--- src/rtl/record_play_controller.sv ---
// rtl/record_play_controller.sv - record/playback sequencer between PDM deserializer and sample RAM
// Records synchronized deserializer samples to RAM and replays them at a fixed sample rate.
module record_play_controller #(
  parameter int ADDR_W     = 14,
  parameter int SAMPLE_DIV = 1600
) (
  input  logic              clock_i,
  input  logic              reset_i,
  input  logic              record_i,
  input  logic              play_i,
  input  logic              stop_i,
  input  logic              deser_done_i,
  input  logic [15:0]       deser_data_i,
  output logic              deser_enable_o,
  output logic              mem_we_o,
  output logic [ADDR_W-1:0] mem_addr_o,
  output logic [15:0]       mem_wdata_o,
  input  logic [15:0]       mem_rdata_i,
  output logic [15:0]       play_data_o,
  output logic              play_valid_o,
  output logic              busy_o,
  output logic [1:0]        state_o,
  output logic [ADDR_W:0]   length_o
);

  localparam int DIV_W = (SAMPLE_DIV > 2) ? $clog2(SAMPLE_DIV) : 1;
  localparam logic [1:0] S_IDLE = 2'd0;
  localparam logic [1:0] S_REC  = 2'd1;
  localparam logic [1:0] S_PLAY = 2'd2;
  localparam logic [ADDR_W-1:0] LAST_ADDR = '1;
  localparam logic [DIV_W-1:0]  DIV_LAST  = DIV_W'(SAMPLE_DIV - 1);

  logic [1:0]        state_q, state_d;
  logic [ADDR_W-1:0] addr_q, addr_d;
  logic [ADDR_W:0]   len_q, len_d;
  logic [DIV_W-1:0]  div_q, div_d;
  logic              sync1_q, sync2_q, prev_q;
  logic              pend_q, pend_d;
  logic              we_q, we_d;
  logic [15:0]       wdata_q, wdata_d;
  logic              valid_q, valid_d;
  logic              last_q, last_d;
  logic [15:0]       held_q, held_d;

  logic sample_event;
  logic rd_issue;
  logic last_write;

  assign sample_event = sync2_q & ~prev_q;
  assign rd_issue     = (state_q == S_PLAY) && (div_q == '0);
  assign last_write   = we_q && (addr_q == LAST_ADDR);

  always_ff @(posedge clock_i or posedge reset_i) begin
    if (reset_i) begin
      state_q <= S_IDLE;
    end else begin
      state_q <= state_d;
    end
  end

  always_comb begin
    state_d = state_q;
    case (state_q)
      S_IDLE: begin
        if (stop_i)                         state_d = S_IDLE;
        else if (record_i)                  state_d = S_REC;
        else if (play_i && (len_q != '0))   state_d = S_PLAY;
      end
      S_REC:  if (stop_i || last_write)          state_d = S_IDLE;
      S_PLAY: if (stop_i || (valid_q && last_q)) state_d = S_IDLE;
      default: state_d = S_IDLE;
    endcase
  end

  always_comb begin
    deser_enable_o = (state_q == S_REC);
    busy_o         = (state_q != S_IDLE);
    state_o        = state_q;
    mem_addr_o     = (state_q == S_IDLE) ? '0 : addr_q;
    mem_we_o       = we_q;
    mem_wdata_o    = wdata_q;
    play_valid_o   = valid_q;
    play_data_o    = valid_q ? mem_rdata_i : held_q;
    length_o       = len_q;
  end

  always_ff @(posedge clock_i or posedge reset_i) begin
    if (reset_i) begin
      sync1_q <= 1'b0;
      sync2_q <= 1'b0;
      prev_q  <= 1'b0;
      addr_q  <= '0;
      len_q   <= '0;
      div_q   <= '0;
      pend_q  <= 1'b0;
      we_q    <= 1'b0;
      wdata_q <= '0;
      valid_q <= 1'b0;
      last_q  <= 1'b0;
      held_q  <= '0;
    end else begin
      sync1_q <= deser_done_i;
      sync2_q <= sync1_q;
      prev_q  <= sync2_q;
      addr_q  <= addr_d;
      len_q   <= len_d;
      div_q   <= div_d;
      pend_q  <= pend_d;
      we_q    <= we_d;
      wdata_q <= wdata_d;
      valid_q <= valid_d;
      last_q  <= last_d;
      held_q  <= held_d;
    end
  end

  // A sample event is captured, then written one cycle later; the address advances after the write.
  always_comb begin
    addr_d  = addr_q;
    len_d   = len_q;
    div_d   = div_q;
    pend_d  = 1'b0;
    we_d    = 1'b0;
    wdata_d = wdata_q;
    valid_d = rd_issue;
    last_d  = last_q;
    held_d  = valid_q ? mem_rdata_i : held_q;
    case (state_q)
      S_IDLE: begin
        if (state_d == S_REC) begin
          addr_d = '0;
          len_d  = '0;
        end else if (state_d == S_PLAY) begin
          addr_d = '0;
          div_d  = '0;
        end
      end
      S_REC: begin
        if (sample_event) wdata_d = deser_data_i;
        pend_d = sample_event && (state_d == S_REC);
        we_d   = pend_q && (state_d == S_REC);
        if (we_q) begin
          addr_d = addr_q + ADDR_W'(1);
          len_d  = len_q + (ADDR_W+1)'(1);
        end
      end
      S_PLAY: begin
        div_d = (div_q == DIV_LAST) ? '0 : div_q + DIV_W'(1);
        if (rd_issue) begin
          addr_d = addr_q + ADDR_W'(1);
          last_d = (({1'b0, addr_q} + (ADDR_W+1)'(1)) == len_q);
        end
      end
      default: ;
    endcase
  end

endmodule
--- config.mk ---
export PLATFORM = sky130hd
export DESIGN_NAME = record_play_controller
export DESIGN_NICKNAME = d
export VERILOG_FILES = /design/src/rtl/record_play_controller.sv
export SDC_FILE = /design/constraint.sdc
export NUM_CORES = 1
export LEC_CHECK = 0
export BUFFER_PORTS_ARGS = -buffer_cell sky130_fd_sc_hd__buf_4
export CORE_UTILIZATION = 30
export CTS_BUF_LIST = sky130_fd_sc_hd__clkbuf_4 sky130_fd_sc_hd__clkbuf_8
export DETAILED_ROUTE_END_ITERATION = 8
export PLACE_DENSITY_LB_ADDON = 0.08
export SYNTH_ARGS = -nofsm -noshare
export SYNTH_HDL_FRONTEND = slang
export SYNTH_SLANG_ARGS = --single-unit
--- constraint.sdc ---
create_clock -name clock_i -period 3.7 [get_ports clock_i]
set_clock_uncertainty 0.05 [all_clocks]
set_input_delay 0.185 -clock clock_i [delete_from_list [all_inputs] [get_ports clock_i]]
set_output_delay 0.185 -clock clock_i [all_outputs]
set_load 0.01 [all_outputs]
After elaboration in Yosys (flattened, before gate mapping)
Cells that the tools add are included.

operators by class
  equal/unequal tests = 13
  multiply operators = 0
  mux-type cells = 22
  shifts and indexed selects = 0
  order comparisons = 0
  bitwise gates (word level) = 2
  add/subtract/negate cells = 4
  div/mod/pow operators = 0
  reduce and logical (&&, ||, !) cells = 20

operators with widths
  operator                                               number
  two-way mux 14 bit                                     5
  case mux 14 bit (3 select lines)                       1
  two-way mux 11 bit                                     3
  two-way mux 15 bit                                     2
  case mux 15 bit (2 select lines)                       1
  case mux 11 bit (2 select lines)                       1
  two-way mux 16 bit                                     1
  adder 14 x 1 -> 15 bit, second input constant          1
  adder 15 x 1 -> 15 bit, second input constant          1
  == test 15 bit                                         1
  nonzero test 15 bit                                    1
  adder 14 x 1 -> 14 bit, second input constant          1
  == test 14 bit, second input constant                  1
  adder 11 x 1 -> 11 bit, second input constant          1
  == test 11 bit, second input constant                  1
  zero test 11 bit                                       1
  two-way mux 2 bit                                      5
  logical AND 1 bit                                      6
  inequality test 2 x 1 -> 1 bit, second input constant  3
  case mux 2 bit (3 select lines)                        1
  AND reduction 3 bit                                    2
  nonzero test 2 bit                                     3
  == test 2 x 1 -> 1 bit, second input constant          2
  == test 2 bit, second input constant                   2
  10 further kinds                                       14

word-level totals
  register bits = 81
  input bits = 38
  RAM bits = 0
  memories = 0
  bits in latches = 0
  memory bits (read-only) = 0
  logic and storage cells = 74
  output and inout bits = 67

Depth between registers and ports, before layout
  depth after elaboration = 10
  depth in mapped cells = 9
  depth with buffers taken out = 8

Worst setup path before layout
OpenSTA, ideal clock, no wires.

  path kind = reg2reg
  start = register state_q[1], in the netlist state_o[1]
  end = register addr_q[0]
  library setup time = 0.081 ns
  arrival time = 2.511 ns
  path slack = 1.058 ns
  required time = 3.569 ns
  path buffers = 1
  stages on the path, launching flop included = 10
  period minus slack after synthesis = 2.642 ns
  cell sequence = dfrtp_1 -> inv_1 -> ha_1 -> inv_2 -> or4_4 -> a21oi_2 -> nand3_2 -> a311o_1 -> buf_6 -> mux2i_4

on the way
  cells in the longest elaborated chain, start to end = 7
  elaborated cells between the ends (all ways) = 19
  classes of those cells = eq/ne (7); mux (8); reduce/logical (4)

RTL lines
  item                                                                                      line      source
  from (decl)                                                                               33        logic [1:0] state_q, state_d;
  from (signal assigned)                                                                    57        state_q <= state_d;
  two-way mux 2 bit                                                                         67        else if (play_i && (len_q != '0)) state_d = S_PLAY;
  two-way mux 2 bit                                                                         66        else if (record_i) state_d = S_REC;
  two-way mux 2 bit                                                                         65        if (stop_i) state_d = S_IDLE;
  case mux 2 bit (3 select lines)                                                           63        case (state_q)
  == test 2 x 1 -> 1 bit or == test 2 bit (tied branches)                                   130, 133
  inequality test 3 x 1 -> 1 bit (no source line) or two-way mux 14 bit (tied branches)     -
  AND reduction 4 bit (no source line) or case mux 14 bit (3 select lines) (tied branches)  -
  to (signal assigned)                                                                      105       addr_q <= addr_d;
  to (decl)                                                                                 34        logic [ADDR_W-1:0] addr_q, addr_d;

Several ways; a longest one is shown, not always the timed one.
A chain may end at the register's enable or synchronous reset.

Worst setup path after layout
  start = register addr_q[0]
  end = register addr_q[2]

on the way
  cells in the longest elaborated chain, start to end = 8
  elaborated cells between the ends (all ways) = 14
  classes of those cells = add/sub (1); eq/ne (4); mux (6); reduce/logical (3)

RTL lines
  item                                                                                      line      source
  == test 14 bit                                                                            51        assign last_write = we_q && (addr_q == LAST_ADDR);
  logical AND 1 bit                                                                         51
  logical OR 1 bit                                                                          69        S_REC: if (stop_i || last_write) state_d = S_IDLE;
  two-way mux 2 bit                                                                         69
  case mux 2 bit (3 select lines)                                                           63
  == test 2 x 1 -> 1 bit or == test 2 bit (tied branches)                                   130, 133
  inequality test 3 x 1 -> 1 bit (no source line) or two-way mux 14 bit (tied branches)     -
  AND reduction 4 bit (no source line) or case mux 14 bit (3 select lines) (tied branches)  -

Several ways; a longest one is shown, not always the timed one. The select of a mux whose other input is x is not followed.

==> results.sh <==
export IMPL_num_rows=45
export IMPL_cts_resized=0
export IMPL_crit_fanout=14
export IMPL_critPathArrivalTime_ns=3.53
export IMPL_synth_seq_area_share=0.430
export IMPL_fin_crit_sh=0.890
export IMPL_grt_use_total=0.184
export IMPL_max_cap_violations=0
export IMPL_powerDensity_nw_per_um2=553
export IMPL_ys_seq_elements=81
export IMPL_final_antenna_net_count=0
export IMPL_min_from="sync1_q$_DFF_PP0_"
export IMPL_grt_antenna_before_repair=0
export IMPL_core_area_um2=15300
export IMPL_place_ws_ns=0.429
export IMPL_vias_per_cell=5.23
export IMPL_synthCells=487
export IMPL_worstRegToRegCells=7
export IMPL_hold_depth=0
export IMPL_ys_warnings_count=0
export IMPL_grt_pass1_wl_mm=23.3
export IMPL_r2r_end="addr_q[2]$_DFFE_PP0P_"
export IMPL_peakVddDrop_mv=0.363
export IMPL_boundaryPins=105
export IMPL_final_cell_mix="113 x buf_4, 81 x dfrtp_1, 37 x nor2_1"
export IMPL_hold_violations=0
export IMPL_critPathLaunchType="flop"
export IMPL_slew_headroom=0.337
export IMPL_setup_violations_final=0
export IMPL_grt_pass1_vias=4441
export IMPL_drt_iter0_drc=251
export IMPL_rsz0062_at_grt="false"
export IMPL_report_final_slew_viol_count=0
export IMPL_synth_edf_count=0
export IMPL_cts_tree="yes"
export IMPL_async_reset_ff_frac=1.00
export IMPL_seqPwrFrac=0.364
export IMPL_synth_area_per_cell_um2=9.67
export IMPL_cts_sinks=81
export IMPL_numCtsBuffers=9
export IMPL_mostFrequentLayoutCell="buf_4"
export IMPL_leakagePower_uw=0.00279
export IMPL_setup_ws_ns=0.408
export IMPL_vias=4344
export IMPL_drc=0
export IMPL_cts_setup_buffers=0
export IMPL_dieHeight_um=127
export IMPL_clkPwrFrac=0.204
export IMPL_wire_per_inst_um=16.9
export IMPL_synth_main_ff_cell="dfrtp_1"
export IMPL_layout_min_cycle_time_ns=3.29
export IMPL_dpl_hpwl_mm=9.91
export IMPL_crit_path_end_kind="flop"
export IMPL_synth_nets=534
export IMPL_synth_cell_types=64
export IMPL_r2r_start="addr_q[0]$_DFFE_PP0P_"
export IMPL_synthToLayoutAreaGrowth_pct=32.5
export IMPL_insertion_delay_ns=0.37
export IMPL_worst_hold_path_type="reg -> reg"
export IMPL_grt_ovfl_total=0
export IMPL_ctsHoldBuffers=34
export IMPL_grt_max_degree=58
export IMPL_synth_cell_area_um2=4710
export IMPL_io_buffers=104
export IMPL_tightest_slew_ns=0.994
export IMPL_power_share_combinational=0.431
export IMPL_p_int_uw=2070
export IMPL_hold_path_endpoint="sync2_q$_DFF_PP0_"
export IMPL_first_pass_iters=4
export IMPL_antennaDiodeCount=0
export IMPL_htree_levels=3
export IMPL_routed_wl_mm=14.0
export IMPL_die_area_um2=16200
export IMPL_switching_power_uw=1380
export IMPL_required_ns=3.94
export IMPL_r2r_slack_ns=0.41
export IMPL_crit_type="reg -> reg"
export IMPL_root_buffer="clkbuf_8"
export IMPL_status="finished clean"
export IMPL_max_clock_path_buffers=2
export IMPL_die_x_um=127
export IMPL_max_clock_freq_mhz=304
export IMPL_clk_pin_slew_ns=0.10
export IMPL_start_util=0.309
export IMPL_final_nets=662
export IMPL_gp_congestion=0.838
export IMPL_tns_ns=0
export IMPL_final_layout_size_suffix_gt1_frac=0.294
export IMPL_sw_frac_of_total=0.400
per-layer routing:
metal,wire (µm),GRT usage,up-vias
li1,-,-,2059
met1,6300,0.231,2136
met2,6540,0.303,133
met3,921,0.0519,16
met4,248,0.0644,0
met5,0,0,-
how the worst max path moves through the flow:
stage                                     start                     to
after floorplan            state_o[1]$_DFF_PP0_  addr_q[0]$_DFFE_PP0P_
after global placement    addr_q[0]$_DFFE_PP0P_  addr_q[2]$_DFFE_PP0P_
after detailed placement  addr_q[0]$_DFFE_PP0P_  addr_q[2]$_DFFE_PP0P_
after CTS                 addr_q[0]$_DFFE_PP0P_  addr_q[2]$_DFFE_PP0P_
after global routing      addr_q[0]$_DFFE_PP0P_  addr_q[2]$_DFFE_PP0P_
final                     addr_q[0]$_DFFE_PP0P_  addr_q[2]$_DFFE_PP0P_
through the flow:
stage | total power [µW] | instance area [µm²] | utilization | hold WS, ns | std cells
floorplan | 2150 | 4710 | - | 0.166 | 487
global placement | 2730 | 5690 | 0.373 | 0.246 | 781
detailed placement | 2740 | 5690 | 0.373 | 0.249 | 781
CTS | 3490 | 6240 | 0.409 | 0.325 | 831
global route | 3710 | 6240 | 0.409 | 0.341 | 831
finish | 3450 | 6240 | 0.409 | 0.320 | 831
final cells by class:
type,instances,area [µm²]
Tap cell,211,264
Inverter,28,106
Clock inverter,7,81.3
Fill cell,1539,9020
Timing Repair Buffer,147,1190
Sequential cell,81,2030
Clock buffer,9,124
Multi-Input combinational cell,348,2450
synthesized netlist by cell type (3+ instances only):
master	number	area [µm²]
dfrtp_1	81	2030
nor2_1	37	139
nand2_1	33	124
mux2_2	32	360
inv_1	27	101
and3_1	23	144
clkbuf_1	21	78.8
nand3_1	21	105
a31oi_1	18	113
nand4_1	13	81.3
nor3_1	12	60.1
o21ai_0	12	60.1
o21ai_1	12	60.1
xnor2_1	11	96.3
ha_1	9	113
nand2b_1	9	56.3
nor4_1	9	56.3
o22ai_2	9	113
o31ai_1	9	67.6
a221o_1	6	60.1
a211o_1	5	43.8
a21oi_1	5	25.0
and4_1	5	43.8
buf_2	5	25.0
xor2_1	5	43.8
a211oi_1	3	22.5
a311oi_1	3	26.3
and2_1	3	18.8
mux2i_1	3	30.0
nand3b_1	3	22.5
o22ai_1	3	18.8
kinds of logic after synthesis:
| family | synth area share |
|---|---|
| simple gates | 0.202 |
| compound gates | 0.176 |
| flops | 0.430 |
| buf+inv | 0.0499 |
| mux | 0.0877 |
| xor+xnor | 0.0298 |
| fa+ha+maj | 0.0239 |
critical path: stages (launching register included):
cell and delay, ns:
dfrtp_1 0.51, ha_1 0.31, nand3_1 0.24, o41ai_1 0.45, o221a_2 0.34, nand3_2 0.27, a311o_1 0.72, o22ai_1 0.29
power by group through the flow:
stage / sequential [µW] / combinational (µW) / clock [µW]
2_1_floorplan: 1260 / 887 / 0
3_3_place_gp: 1260 / 1460 / 0
3_5_place_dp: 1270 / 1470 / 0
4_1_cts: 1260 / 1500 / 738
5_1_grt: 1290 / 1650 / 776
6_report: 1260 / 1490 / 705
registers in the layout (all words and copies together) (netlist names), 2 cells and up:
register     flops
length_o        15
div_q           11
mem_wdata_o     16
state_o          2
held_q          16
addr_q          14
(Power assumes the default switching activity.)
